### src/rtl/arinc_pkg.sv
`default_nettype none
// =====================================================================
// arinc_pkg : shared states, symbol codes and rates for the ARINC link
// Rev 1.0
// =====================================================================
package arinc_pkg;

  localparam int unsigned c_half_h    = 502;
  localparam int unsigned c_half_l    = 5020502;
  localparam int unsigned c_word_bits = 24;

  typedef enum logic [1:0] {
    ST_WAIT_GAP = 2'd0,
    ST_IDLE     = 2'd1,
    ST_DATA     = 2'd2,
    ST_NULL     = 2'd3
  } state_t;

  // Encoded as {A, B}
  typedef enum logic [1:0] {
    SYM_NULL = 2'b00,
    SYM_ZERO = 2'b01,
    SYM_ONE  = 2'b10,
    SYM_BOTH = 2'b11
  } sym_t;

  localparam logic [1:0] c_err_both  = 2'b01;
  localparam logic [1:0] c_err_count = 2'b10;
  localparam logic [1:0] c_err_width = 2'b11;

endpackage
`default_nettype wire

### src/rtl/arinc_line_filter.sv
`default_nettype none
// =====================================================================
// arinc_line_filter : RxA/RxB synchroniser, stability filter, decode
// Rev 1.0
// =====================================================================
module arinc_line_filter
  import arinc_pkg::*;
#(
  parameter int FILT = 8
) (
  input  logic clk,
  input  logic rst_n,
  input  logic RxA,
  input  logic RxB,
  output sym_t sym,
  output logic sym_chg
);

  localparam int c_cw = $clog2(FILT + 1);

  logic [1:0]      r_meta;
  logic [1:0]      r_sync;
  logic [1:0]      r_cand;
  logic [c_cw-1:0] r_cnt;
  sym_t            r_sym;
  logic            r_chg;

  always_ff @(posedge clk or negedge rst_n) begin
    if (!rst_n) begin
      r_meta <= 2'b00;
      r_sync <= 2'b00;
      r_cand <= 2'b00;
      r_cnt  <= '0;
      r_sym  <= SYM_NULL;
      r_chg  <= 1'b0;
    end else begin
      r_meta <= {RxA, RxB};
      r_sync <= r_meta;
      r_chg  <= 1'b0;
      // A candidate pair must hold FILT cycles before it replaces the symbol
      if (r_sync != r_cand) begin
        r_cand <= r_sync;
        r_cnt  <= '0;
      end else if (r_cnt != c_cw'(FILT - 1)) begin
        r_cnt <= r_cnt + c_cw'(1);
      end else if (r_cand != r_sym) begin
        r_sym <= sym_t'(r_cand);
        r_chg <= 1'b1;
      end
    end
  end

  assign sym     = r_sym;
  assign sym_chg = r_chg;

endmodule
`default_nettype wire

### src/rtl/arinc_recv.sv
`default_nettype none
// =====================================================================
// arinc_recv : ARINC429-style bipolar RZ receiver, 24-bit words
// Rev 1.0
// =====================================================================
module arinc_recv
  import arinc_pkg::*;
#(
  parameter int unsigned HALF_H = c_half_h,
  parameter int unsigned HALF_L = c_half_l,
  parameter int unsigned GAP_HB = 4,
  parameter int unsigned FILT   = 8,
  parameter int unsigned CNT_W  = 25
) (
  input  logic        clk,
  input  logic        rst_n,
  input  logic        RxA,
  input  logic        RxB,
  input  logic        recv_rate_sel,
  output logic [23:0] dat24,
  output logic        valid,
  output logic        err,
  output logic [1:0]  err_code,
  output logic        busy
);

  sym_t w_sym;
  logic w_chg;

  arinc_line_filter #(.FILT(FILT)) u_filt (
    .clk     (clk),
    .rst_n   (rst_n),
    .RxA     (RxA),
    .RxB     (RxB),
    .sym     (w_sym),
    .sym_chg (w_chg)
  );

  state_t           r_state, w_state_nx;
  logic [CNT_W-1:0] r_timer, r_half;
  logic [CNT_W-1:0] w_half_live, w_half, w_gap_thr, w_win_lo, w_win_hi;
  logic [4:0]       r_count;
  logic [23:0]      r_sr;
  logic             w_shift, w_valid, w_err, w_load_half, w_end_word;
  logic [1:0]       w_err_code;
  logic             w_is_bit, w_gap_done, w_full;

  assign w_half_live = recv_rate_sel ? CNT_W'(HALF_H) : CNT_W'(HALF_L);
  // Rate is frozen for the duration of a word
  assign w_half      = (r_state == ST_DATA || r_state == ST_NULL) ? r_half : w_half_live;
  assign w_gap_thr   = w_half * CNT_W'(GAP_HB);
  assign w_win_lo    = w_half >> 1;
  assign w_win_hi    = w_half << 1;
  assign w_is_bit    = (w_sym == SYM_ONE) || (w_sym == SYM_ZERO);
  assign w_gap_done  = !w_chg && (w_sym == SYM_NULL) && (r_timer >= w_gap_thr);
  assign w_full      = (r_count == 5'(c_word_bits));

  always_comb begin
    w_state_nx  = r_state;
    w_shift     = 1'b0;
    w_valid     = 1'b0;
    w_err       = 1'b0;
    w_err_code  = 2'b00;
    w_load_half = 1'b0;
    w_end_word  = 1'b0;
    case (r_state)
      ST_WAIT_GAP: begin
        if (w_gap_done) w_state_nx = ST_IDLE;
      end
      ST_IDLE: begin
        if (w_chg && w_is_bit) begin
          w_state_nx  = ST_DATA;
          w_shift     = 1'b1;
          w_load_half = 1'b1;
        end else if (w_chg && w_sym == SYM_BOTH) begin
          w_err      = 1'b1;
          w_err_code = c_err_both;
          w_state_nx = ST_WAIT_GAP;
        end
      end
      ST_DATA: begin
        if (w_chg) begin
          w_state_nx = ST_WAIT_GAP;
          w_err      = 1'b1;
          if (w_sym == SYM_BOTH) begin
            w_err_code = c_err_both;
          end else if (w_sym == SYM_NULL && r_timer >= w_win_lo && r_timer <= w_win_hi) begin
            w_err      = 1'b0;
            w_state_nx = ST_NULL;
          end else begin
            w_err_code = c_err_width;
          end
        end else if (r_timer > w_win_hi) begin
          w_err      = 1'b1;
          w_err_code = c_err_width;
          w_state_nx = ST_WAIT_GAP;
        end
      end
      ST_NULL: begin
        if (w_chg && w_is_bit) begin
          if (w_full) begin
            w_err      = 1'b1;
            w_err_code = c_err_count;
            w_state_nx = ST_WAIT_GAP;
          end else begin
            w_shift    = 1'b1;
            w_state_nx = ST_DATA;
          end
        end else if (w_chg && w_sym == SYM_BOTH) begin
          w_err      = 1'b1;
          w_err_code = c_err_both;
          w_state_nx = ST_WAIT_GAP;
        end else if (w_gap_done) begin
          // The gap itself already resynchronised the line, so return to IDLE
          w_end_word = 1'b1;
          w_state_nx = ST_IDLE;
          if (w_full) begin
            w_valid = 1'b1;
          end else begin
            w_err      = 1'b1;
            w_err_code = c_err_count;
          end
        end
      end
      default: w_state_nx = ST_WAIT_GAP;
    endcase
  end

  always_ff @(posedge clk or negedge rst_n) begin
    if (!rst_n) begin
      r_state  <= ST_WAIT_GAP;
      r_timer  <= '0;
      r_half   <= '0;
      r_count  <= '0;
      r_sr     <= '0;
      dat24    <= '0;
      valid    <= 1'b0;
      err      <= 1'b0;
      err_code <= 2'b00;
      busy     <= 1'b0;
    end else begin
      r_state <= w_state_nx;
      r_timer <= w_chg ? '0 : ((&r_timer) ? r_timer : r_timer + CNT_W'(1));
      valid   <= w_valid;
      err     <= w_err;
      if (w_load_half) r_half <= w_half_live;
      if (w_shift) begin
        r_sr    <= {(w_sym == SYM_ONE), r_sr[23:1]};
        r_count <= r_count + 5'd1;
        busy    <= 1'b1;
      end
      if (w_err || w_end_word) begin
        r_count <= '0;
        busy    <= 1'b0;
      end
      if (w_err) err_code <= w_err_code;
      if (w_valid) dat24 <= r_sr;
    end
  end

endmodule
`default_nettype wire

### config.mk
export PLATFORM = sky130hd
export DESIGN_NAME = arinc_recv
export DESIGN_NICKNAME = d
export VERILOG_FILES = /design/src/rtl/arinc_pkg.sv /design/src/rtl/arinc_line_filter.sv /design/src/rtl/arinc_recv.sv
export SDC_FILE = /design/constraint.sdc
export NUM_CORES = 1
export LEC_CHECK = 0
export BUFFER_PORTS_ARGS = -buffer_cell sky130_fd_sc_hd__buf_2
export CORE_MARGIN = 2
export CORE_UTILIZATION = 45
export CTS_CLUSTER_DIAMETER = 100
export DETAILED_ROUTE_END_ITERATION = 8
export PLACE_DENSITY = 0.59
export SLEW_MARGIN = 20
export SYNTH_ARGS = -nofsm -noshare
export SYNTH_HDL_FRONTEND = slang
export SYNTH_SLANG_ARGS = --single-unit
### constraint.sdc
create_clock -name clk -period 3.85 [get_ports clk]
set_input_delay 0.9625 -clock clk [delete_from_list [all_inputs] [get_ports clk]]
set_output_delay 0.9625 -clock clk [all_outputs]
set_load 0.02 [all_outputs]
==> impl_metrics.json <==
{
  "status": "completed",
  "powerDensity_nw_per_um2": 340,
  "cts_tree": "built",
  "netlist_area_sq_um": 5950,
  "routabilityCongestion": 0.941,
  "switchingPower_w": 0.000609,
  "criticalPathCategory": "in -> reg",
  "multi_input_area_sq_um": 3050,
  "min_period_ns": 3.53,
  "die_area_sq_um": 14200,
  "period_share_pct": 91.7,
  "final_area_sq_um": 6540,
  "drive_above_1_share_pct": 21.0,
  "cts_root_buf": "clkbuf_16",
  "min_from": "u_filt.r_meta[0]$_DFF_PN0_",
  "syn2layout_area_growth_pct": 9.89,
  "startpoint": "recv_rate_sel",
  "slowest_delay_ns": 0.54,
  "crit_chain": "buf_2 -> nor2_1 -> o21ai_0 -> a221o_1 -> or4_4 -> a21oi_2 -> o21ai_2 -> or3_1 -> buf_12 -> mux2_4",
  "synth_cell_type_count": 73,
  "cts_resized": 0,
  "hold_buffers": 0,
  "final-setup-viol-count": 0,
  "grt_overflow": 0,
  "fill_cells": 1215,
  "initialDrtViolationCount": 370,
  "dpl_cell_area_sq_um": 6220,
  "rsz0062_at_grt": "no",
  "start_kind": "primary input",
  "h-tree-depth": 3,
  "initial_core_util_pct": 45.5,
  "route.detailed.drc": 0,
  "hpwl_microns": 9750,
  "fin_hold_ws_ns": 0.351,
  "syn_inst": 608,
  "clock_skew_ns": 0.00971,
  "r2r_start": "r_state[1]$_DFFE_PN0P_",
  "yosysWarnings": 0,
  "synth_edf_count": 0,
  "p_comb_share_pct": 7.8,
  "cts_made_buffers": 9,
  "slowest_stage": "or4_4",
  "die_x_microns": 119,
  "clkPwrFrac_pct": 41.6,
  "synth.most_common_cell": "dfrtp_1",
  "ys_seq_area_share_pct": 42.5,
  "core_sq_um": 13100,
  "ys.flop_type": "dfrtp_1",
  "vdd_drop_max_v": 0.000235,
  "antenna_cells": 0,
  "p_leak_nw": 3.07,
  "required_ns": 4.09,
  "rows": 42,
  "cp-end-kind": "flop",
  "syn_area_per_cell_sq_um": 9.78,
  "tns_ns": 0,
  "fmax_mhz": 283,
  "clkLatencyLatePin_ns": 0.36,
  "pwr-share-seq_pct": 50.6,
  "cts_buffer_depth": 2,
  "dr.pass1.iters": 5,
  "fp.dieH_microns": 119,
  "final_nets": 646,
  "grt_max_degree": 55,
  "max-slew-margin-rel_pct": 54.6,
  "clk_pin_slew_worst_paths_ns": 0.07,
  "ys_top_cells_by_count": "dfrtp_1 (101), nand2_1 (50), nor2_1 (49)",
  "antenna_found_initial": 0,
  "synth_largest_area_cell": "dfrtp_1",
  "async_reset_ff_share_pct": 100,
  "grt_pass1_vias": 4409,
  "wl_per_cell_microns": 17.2,
  "antenna_left": 0,
  "timing.final.hold_violations": 0,
  "grt_pass1_wl_microns": 23000,
  "swShare_pct": 27.4,
  "post_cts_buffers": 0,
  "hp-class": "reg -> reg",
  "synth_nets": 625,
  "io_buffers": 33,
  "internal_power_w": 0.00162,
  "vias": 4687,
  "io_pins": 34,
  "maxCapViolCount": 0,
  "ys_ff_latch": 101,
  "drt_wl_total_microns": 13900,
  "tightestPinTransition_ns": 0.681,
  "crit_fanout": 25,
  "routed_via_density": 5.79,
  "synth_top_area_share_pct": 42.5,
  "power_w": 0.00222,
  "register_area_sq_um": 2530,
  "synth_area_leaders": "dfrtp_1 (42%), mux2_2 (6.1%), mux2_4 (4.8%)",
  "slew_viol_final": 0,
  "cts.sinks": 101,
  "cp_data_arrival_time_ns": 3.77,
  "grt.total_usage_pct": 20.4
}
cell families after synthesis:
logic type,share of synthesized area (%)
xor gates and xnor gates,5.45
buffers and inverters,6.37
muxes,11.2
adders and majority gates,2.69
AOI/OAI and AO/OA,14.3
and+or+nand+nor,17.5
DFF,42.5
state kept, by name (all words and copies together), names as in the netlist, 2 cells and up:
name / count
u_filt.r_sync: 2
u_filt.r_cand: 2
r_half: 3
r_state: 2
r_count: 5
u_filt.r_cnt: 4
err_code: 2
r_sr: 24
u_filt.r_meta: 2
r_timer: 25
dat24: 24
u_filt.sym: 2
power by group through the flow:
stage / logic, W / registers (W) / clock network [W]
finish: 0.000173 / 0.00113 / 0.000926
global route: 0.000197 / 0.00113 / 0.000996
CTS: 0.000172 / 0.00113 / 0.000953
detailed placement: 0.000172 / 0.00115 / 0
global placement: 0.000170 / 0.00115 / 0
floorplan: 0.000141 / 0.00112 / 0
worst max-delay path: cells and delay by family:
family / cells / cell delay, ns
AOI/OAI and AO/OA: 4 / 0.77
and+or+nand+nor: 3 / 1.41
buffers and inverters: 2 / 0.31
muxes: 1 / 0.31
layout make-up:
type,count,area share [%]
Inverter,29,1.67
Clock inverter,7,1.32
Sequential cell,101,38.7
Tap cell,176,3.37
Clock buffer,9,3.45
Multi-Input combinational cell,436,46.6
Timing Repair Buffer,52,4.94
worst paths after layout:
check / slack [ns] / to / cells past startpoint
max: 0.32 / dat24[2]$_DFFE_PN0P_ / 10
min: 0.35 / u_filt.r_sync[0]$_DFF_PN0_ / 0
max reg2reg: 0.35 / dat24[2]$_DFFE_PN0P_ / 12
min reg2reg: 0.35 / u_filt.r_sync[0]$_DFF_PN0_ / 0
max in group asynchronous: 2.66 / r_state[0]$_DFFE_PN0P_ / 2
min in group asynchronous: 0.68 / r_timer[6]$_DFFE_PN0P_ / 2
layer usage:
layer  track usage (%)  wire [microns]
met1              29.5            6790
met2              30.0            6090
met3              5.84             814
met4              5.13             203
met5                 0               0
through the flow:
stage | util (%) | setup WS, ns | std cells
floorplan | - | 0.415 | 608
global placement | 47.6 | 0.107 | 794
detailed placement | 47.6 | 0.0392 | 794
CTS | 50.0 | 0.395 | 810
global route | 50.0 | 0.169 | 810
finish | 50.0 | 0.318 | 810
layout by cell type (no fill, tap or decap), types with 3 or more instances in the layout:
cell       Yosys  routed
o22ai_1        4       4
o221ai_1       4       4
and3_1         5       5
nand4_1        8       8
nor3_1        18      18
dfrtp_1      101     101
o211ai_1       5       5
or4_1          6       6
nor2b_1        4       4
o32ai_1        3       3
ha_1          12      12
a21oi_1       31      30
a22oi_1        3       3
mux2_2        32      32
clkbuf_16      0       9
xnor2_1       30      30
nand3_1       26      26
nor4_1         3       3
nand2_1       50      50
o31ai_1        3       3
nand2b_1      12      12
mux2_4        19      19
or3_1         10      10
nor2_1        49      49
or4_4          3       3
xor2_1         7       7
a211oi_1       4       4
o2111ai_1      4       4
a31oi_1        7       7
o21ai_0       23      23
buf_2          7      32
inv_1         28      28
and2_1         5       5
buf_4          3      19
(Power assumes the default switching activity.)
